## src/rtl/probe_display_ctrl.sv

```systemverilog
// Debug display: captures {tag, 16-bit probe window} and scans it onto an 8-digit 7-seg display; also paces the core with step_en.
// Latency: inputs -> disp_reg 1 clk; disp_reg -> LEDOUT at the next scan tick for that digit; step_en registered.
// Backpressure: none; all counters free-run and freeze only holds the capture register.
//
// Ports:
//   clk, reset      system clock, asynchronous active-high reset
//   tag             16-bit value shown on digits 0-3
//   probe_bus       NUM_CH probe words, channel k = probe_bus[k*DATA_W +: DATA_W]
//   ch_sel, win_sel channel and 16-bit window select
//   freeze          1 = hold the captured value
//   step_en         one-cycle pulse every STEP_DIV clocks
//   LEDSEL, LEDOUT  active-low digit enables / segments {dp,g,f,e,d,c,b,a}
module probe_display_ctrl #(
  parameter int NUM_CH  = 8,
  parameter int DATA_W  = 32,
  parameter int CLK_HZ  = 100000000,
  parameter int SCAN_HZ = 5000,
  parameter int STEP_HZ = 1,
  localparam int CH_W   = (NUM_CH > 1) ? $clog2(NUM_CH) : 1,
  localparam int WIN_W  = ((DATA_W / 16) > 1) ? $clog2(DATA_W / 16) : 1
) (
  input  logic                     clk,
  input  logic                     reset,
  input  logic [15:0]              tag,
  input  logic [NUM_CH*DATA_W-1:0] probe_bus,
  input  logic [CH_W-1:0]          ch_sel,
  input  logic [WIN_W-1:0]         win_sel,
  input  logic                     freeze,
  output logic                     step_en,
  output logic [7:0]               LEDSEL,
  output logic [7:0]               LEDOUT
);

  localparam int SCAN_DIV = CLK_HZ / SCAN_HZ;
  localparam int STEP_DIV = CLK_HZ / STEP_HZ;
  localparam int NUM_WIN  = DATA_W / 16;
  localparam int SCAN_W   = $clog2(SCAN_DIV);
  localparam int STEP_W   = $clog2(STEP_DIV);

  logic [SCAN_W-1:0] scan_cnt;
  logic [STEP_W-1:0] step_cnt;
  logic [2:0]        dig_idx;
  logic [31:0]       disp_reg;
  logic [15:0]       window;
  logic [3:0]        nibble;
  logic              scan_tick;
  logic              step_wrap;

  // Active-low segment pattern, dp kept off.
  function automatic logic [7:0] seg(input logic [3:0] n);
    case (n)
      4'h0: seg = 8'hC0;
      4'h1: seg = 8'hF9;
      4'h2: seg = 8'hA4;
      4'h3: seg = 8'hB0;
      4'h4: seg = 8'h99;
      4'h5: seg = 8'h92;
      4'h6: seg = 8'h82;
      4'h7: seg = 8'hF8;
      4'h8: seg = 8'h80;
      4'h9: seg = 8'h90;
      4'hA: seg = 8'h88;
      4'hB: seg = 8'h83;
      4'hC: seg = 8'hC6;
      4'hD: seg = 8'hA1;
      4'hE: seg = 8'h86;
      default: seg = 8'h8E;
    endcase
  endfunction

  // Channel range is checked first so a bad channel always reads DEAD,
  // regardless of the window select.
  always_comb begin
    window = 16'h0000;
    if (int'(ch_sel) >= NUM_CH) begin
      window = 16'hDEAD;
    end else if (int'(win_sel) >= NUM_WIN) begin
      window = 16'h0000;
    end else begin
      window = probe_bus[int'(ch_sel) * DATA_W + int'(win_sel) * 16 +: 16];
    end
  end

  // Digit 0 is the most significant nibble of disp_reg.
  always_comb begin
    nibble = disp_reg[4 * (7 - int'(dig_idx)) +: 4];
  end

  assign scan_tick = (scan_cnt == SCAN_W'(SCAN_DIV - 1));
  assign step_wrap = (step_cnt == STEP_W'(STEP_DIV - 1));

  always_ff @(posedge clk or posedge reset) begin
    if (reset) begin
      disp_reg <= 32'h0;
    end else if (!freeze) begin
      disp_reg <= {tag, window};
    end
  end

  // Scan: LEDSEL/LEDOUT only ever move together, on the tick edge.
  always_ff @(posedge clk or posedge reset) begin
    if (reset) begin
      scan_cnt <= '0;
      dig_idx  <= 3'd0;
      LEDSEL   <= 8'hFF;
      LEDOUT   <= 8'hFF;
    end else begin
      if (scan_tick) begin
        scan_cnt <= '0;
        LEDSEL   <= ~(8'b1 << dig_idx);
        LEDOUT   <= seg(nibble);
        dig_idx  <= dig_idx + 3'd1;
      end else begin
        scan_cnt <= scan_cnt + 1'b1;
      end
    end
  end

  // step_en is high for the single cycle following the terminal count.
  always_ff @(posedge clk or posedge reset) begin
    if (reset) begin
      step_cnt <= '0;
      step_en  <= 1'b0;
    end else begin
      step_en  <= step_wrap;
      step_cnt <= step_wrap ? '0 : step_cnt + 1'b1;
    end
  end

endmodule
```

## config.mk

```make
export PLATFORM = sky130hd
export DESIGN_NAME = probe_display_ctrl
export DESIGN_NICKNAME = d
export VERILOG_FILES = /design/src/rtl/probe_display_ctrl.sv
export SDC_FILE = /design/constraint.sdc
export NUM_CORES = 1
export LEC_CHECK = 0
export BUFFER_PORTS_ARGS = -buffer_cell sky130_fd_sc_hd__buf_2
export CORE_AREA = 5 5 129 131
export CTS_CLUSTER_SIZE = 28
export DETAILED_ROUTE_END_ITERATION = 6
export DIE_AREA = 0 0 134 136
export PLACE_DENSITY = 0.81
export RECOVER_POWER = 25
export SYNTH_ARGS = -nofsm -noshare
export SYNTH_HDL_FRONTEND = slang
export SYNTH_SLANG_ARGS = --single-unit
export TNS_END_PERCENT = 100
```

## constraint.sdc

```tcl
create_clock -name clk -period 4.7 [get_ports clk]
set_input_delay 0.94 -clock clk [delete_from_list [all_inputs] [get_ports clk]]
set_output_delay 0.94 -clock clk [all_outputs]
set_load 0.05 [all_outputs]
```

==> impl_metrics.tcl <==
set metrics [dict create \
    ant_nets 0 \
    grt_overflow 0 \
    grt_max_degree 44 \
    hp-class "flip-flop to flip-flop" \
    clk_latency_ps 350 \
    crit_arrival_ps 3170 \
    crit_type "primary input to asynchronous set/reset pin" \
    fillCellCount 1304 \
    crit_path_max_incr_delay_ps 1110 \
    hold_violations 0 \
    ys_types 45 \
    routed_wl_mm 22.2 \
    portBuffers 294 \
    tightest_slew_ps 1750 \
    layout_min_cycle_time_ps 2950 \
    fmax_mhz 340 \
    rsz0062_at_grt "false" \
    path_depth 3 \
    failed_checks "max-capacitance violations, max-slew violations" \
    avgViaCountPerCell 5.70 \
    synth_area_um2 6290 \
    remaining_drc_errors 0 \
    yosysSeqAreaShare_pct 37.3 \
    fin_setup_tns_ps 0 \
    critPathSlowestCell "clkbuf_1" \
    ios 296 \
    worst_hold_slack_ps 476 \
    largest_reg_flops 32 \
    gp_congestion 1.01 \
    ys_ff_latch 93 \
    layout_common_cells "293 x buf_2, 82 x mux4_2, 78 x dfrtp_1, 46 x nor2_1, 33 x mux2_2" \
    yosys.area.top_type "dfrtp_1" \
    layout_setup_ws_ps 1750 \
    clock-root-buffer "clkbuf_16" \
    yosysWarnings 0 \
    post_synth.cell_area_avg_um2 13.4 \
    syn_inst 470 \
    startpoint_type "primary input" \
    dp_hpwl_mm 18.7 \
    post-route-period-util_pct 62.7 \
    p_per_area_nw_per_um2 247 \
    synth_ff_type "dfrtp_1" \
    synth.area.top_cells "dfrtp_1 31%, mux4_2 29%, dfstp_2 6.3%, mux2_2 5.9%, nor2_1 2.7%" \
    final_common_cell "buf_2" \
    path_clk_slew_ps 70 \
    start_util_pct 40.6 \
    finalClockSkew_ps 12.5 \
    finalSetupViolations 0 \
    synth_fp_nets 762 \
    cts-buffers-inserted 9 \
    grtUsageTotal_pct 24.6 \
    grt_pass1_vias 5760 \
    min_path_cells 2 \
    area_growth_pct 30.7 \
    clock-sinks 93 \
    worstPathCellList "buf_2 -> clkinvlp_2 -> clkbuf_1" \
    grt_pass1_wl_mm 33.0 \
    async_reset_ff_share_pct 100 \
    max_cap_viol_count 1 \
    final_layout_size_suffix_gt1_share_pct 60.1 \
    cellLeakagePower_nw 3.78 \
    cts_tree "built" \
    dr.pass1.iters 5 \
    vias 5413 \
    status "finished with violations" \
    crit_buf_inv 3 \
    nets 1042 \
    cts_hold_buf 0 \
    avgRoutedWirePerCell_um 23.4 \
    antenna_found_initial 3 \
    synth_edf_count 0 \
    post_cts_resized 0 \
    core_um2 15500 \
    fp.dieH_um 136 \
    vdd_drop_max_mv 0.174 \
    postCtsSetupBuffers 0 \
    cp-end-kind "asynchronous set/reset pin" \
    slew_viol_final 36 \
    slew_headroom_pct -17.2 \
    synth_top_area_share_pct 31.0 \
    clockBufferDepth 2 \
    fp-row-count 46 \
    first_iter_violations 337 \
    cp_top_family "buffers and inverters" \
    critPathRequiredTime_ps 4920 \
    path_max_fanout 35 \
    dieArea_um2 18200 \
    place_worst_setup_slack_ps 1420 \
    rr_worst_depth 7 \
    htreeDepth 3 \
    die_x_um 134 \
]
[cells by family (layout without fill, tap and decap cells)]
kind of cell               after synthesis  after routing  share of synthesized area [%]
other                                    1              3                         0.0596
and+or+nand+nor                        129            129                           10.2
xor gates and xnor gates                37             37                           5.15
adders and majority gates               13             13                           2.59
AOI/OAI and AO/OA                       29             29                           2.84
DFF                                     93             93                           37.3
buffers and inverters                   42            327                           3.06
muxes                                  126            126                           38.8
[final timing paths]
kind	start	to	slack, ps
setup / recovery	reset	scan_cnt[4]	1750
setup reg to reg	dig_idx[1]	LEDOUT[0]	1770
hold / removal	LEDSEL[3]	LEDSEL[3]	480
max in group clk	dig_idx[1]	LEDOUT[0]	1770
hold reg to reg	LEDSEL[3]	LEDSEL[3]	480
min in group asynchronous	reset	disp_reg[7]	1010
[layout make-up]
| type | count | area [um2] | share of cell area [%] |
|---|---|---|---|
| Multi-Input combinational cell | 335 | 3770 | 45.8 |
| Inverter | 11 | 42.5 | 0.517 |
| Timing Repair Buffer | 300 | 1530 | 18.6 |
| Clock inverter | 5 | 42.5 | 0.517 |
| Antenna cell | 2 | 5.00 | 0.0609 |
| Clock buffer | 11 | 253 | 3.07 |
| Tap cell | 192 | 240 | 2.92 |
| Sequential cell | 93 | 2350 | 28.5 |
[through the flow]
step / util, % / power (mW) / instance area, um2 / cells
floorplan: - / 1.13 / 6290 / 470
global placement: 51.2 / 1.31 / 7930 / 931
detailed placement: 51.2 / 1.32 / 7930 / 931
CTS: 53.1 / 2.05 / 8220 / 947
global route: 53.1 / 2.12 / 8220 / 949
finish: 53.1 / 2.03 / 8220 / 949
[tightest hold or removal path, stage by stage (launching register included)]
cell and delay (ps):
dfstp_2 370, nand2_1 40, o21ai_0 60
[routing by layer]
metal | share of wire, % | vias to the layer above | track usage, %
met2 | 50 | 253 | 40.9
met3 | 8.9 | 55 | 7.55
met5 | 0.059 | - | 0
li1 | - | 2394 | -
met1 | 37 | 2709 | 29.4
met4 | 4.2 | 2 | 11.4
[cells in the mapped netlist, types with 13 or more instances]
master and count:
nor2_1 46, mux4_2 82, dfstp_2 15, ha_1 13
nand3_1 16, nand2_1 21, nand4_1 15, xnor2_1 19
clkbuf_1 13, mux2_2 33, dfrtp_1 78, xor2_1 18
[power by group]
part,switching (mW),internal (mW)
clock,0.332,0.393
sequential,0.0304,0.842
combinational,0.169,0.261
total,0.532,1.50
No activity file was read; power rests on OpenSTA's default activity.
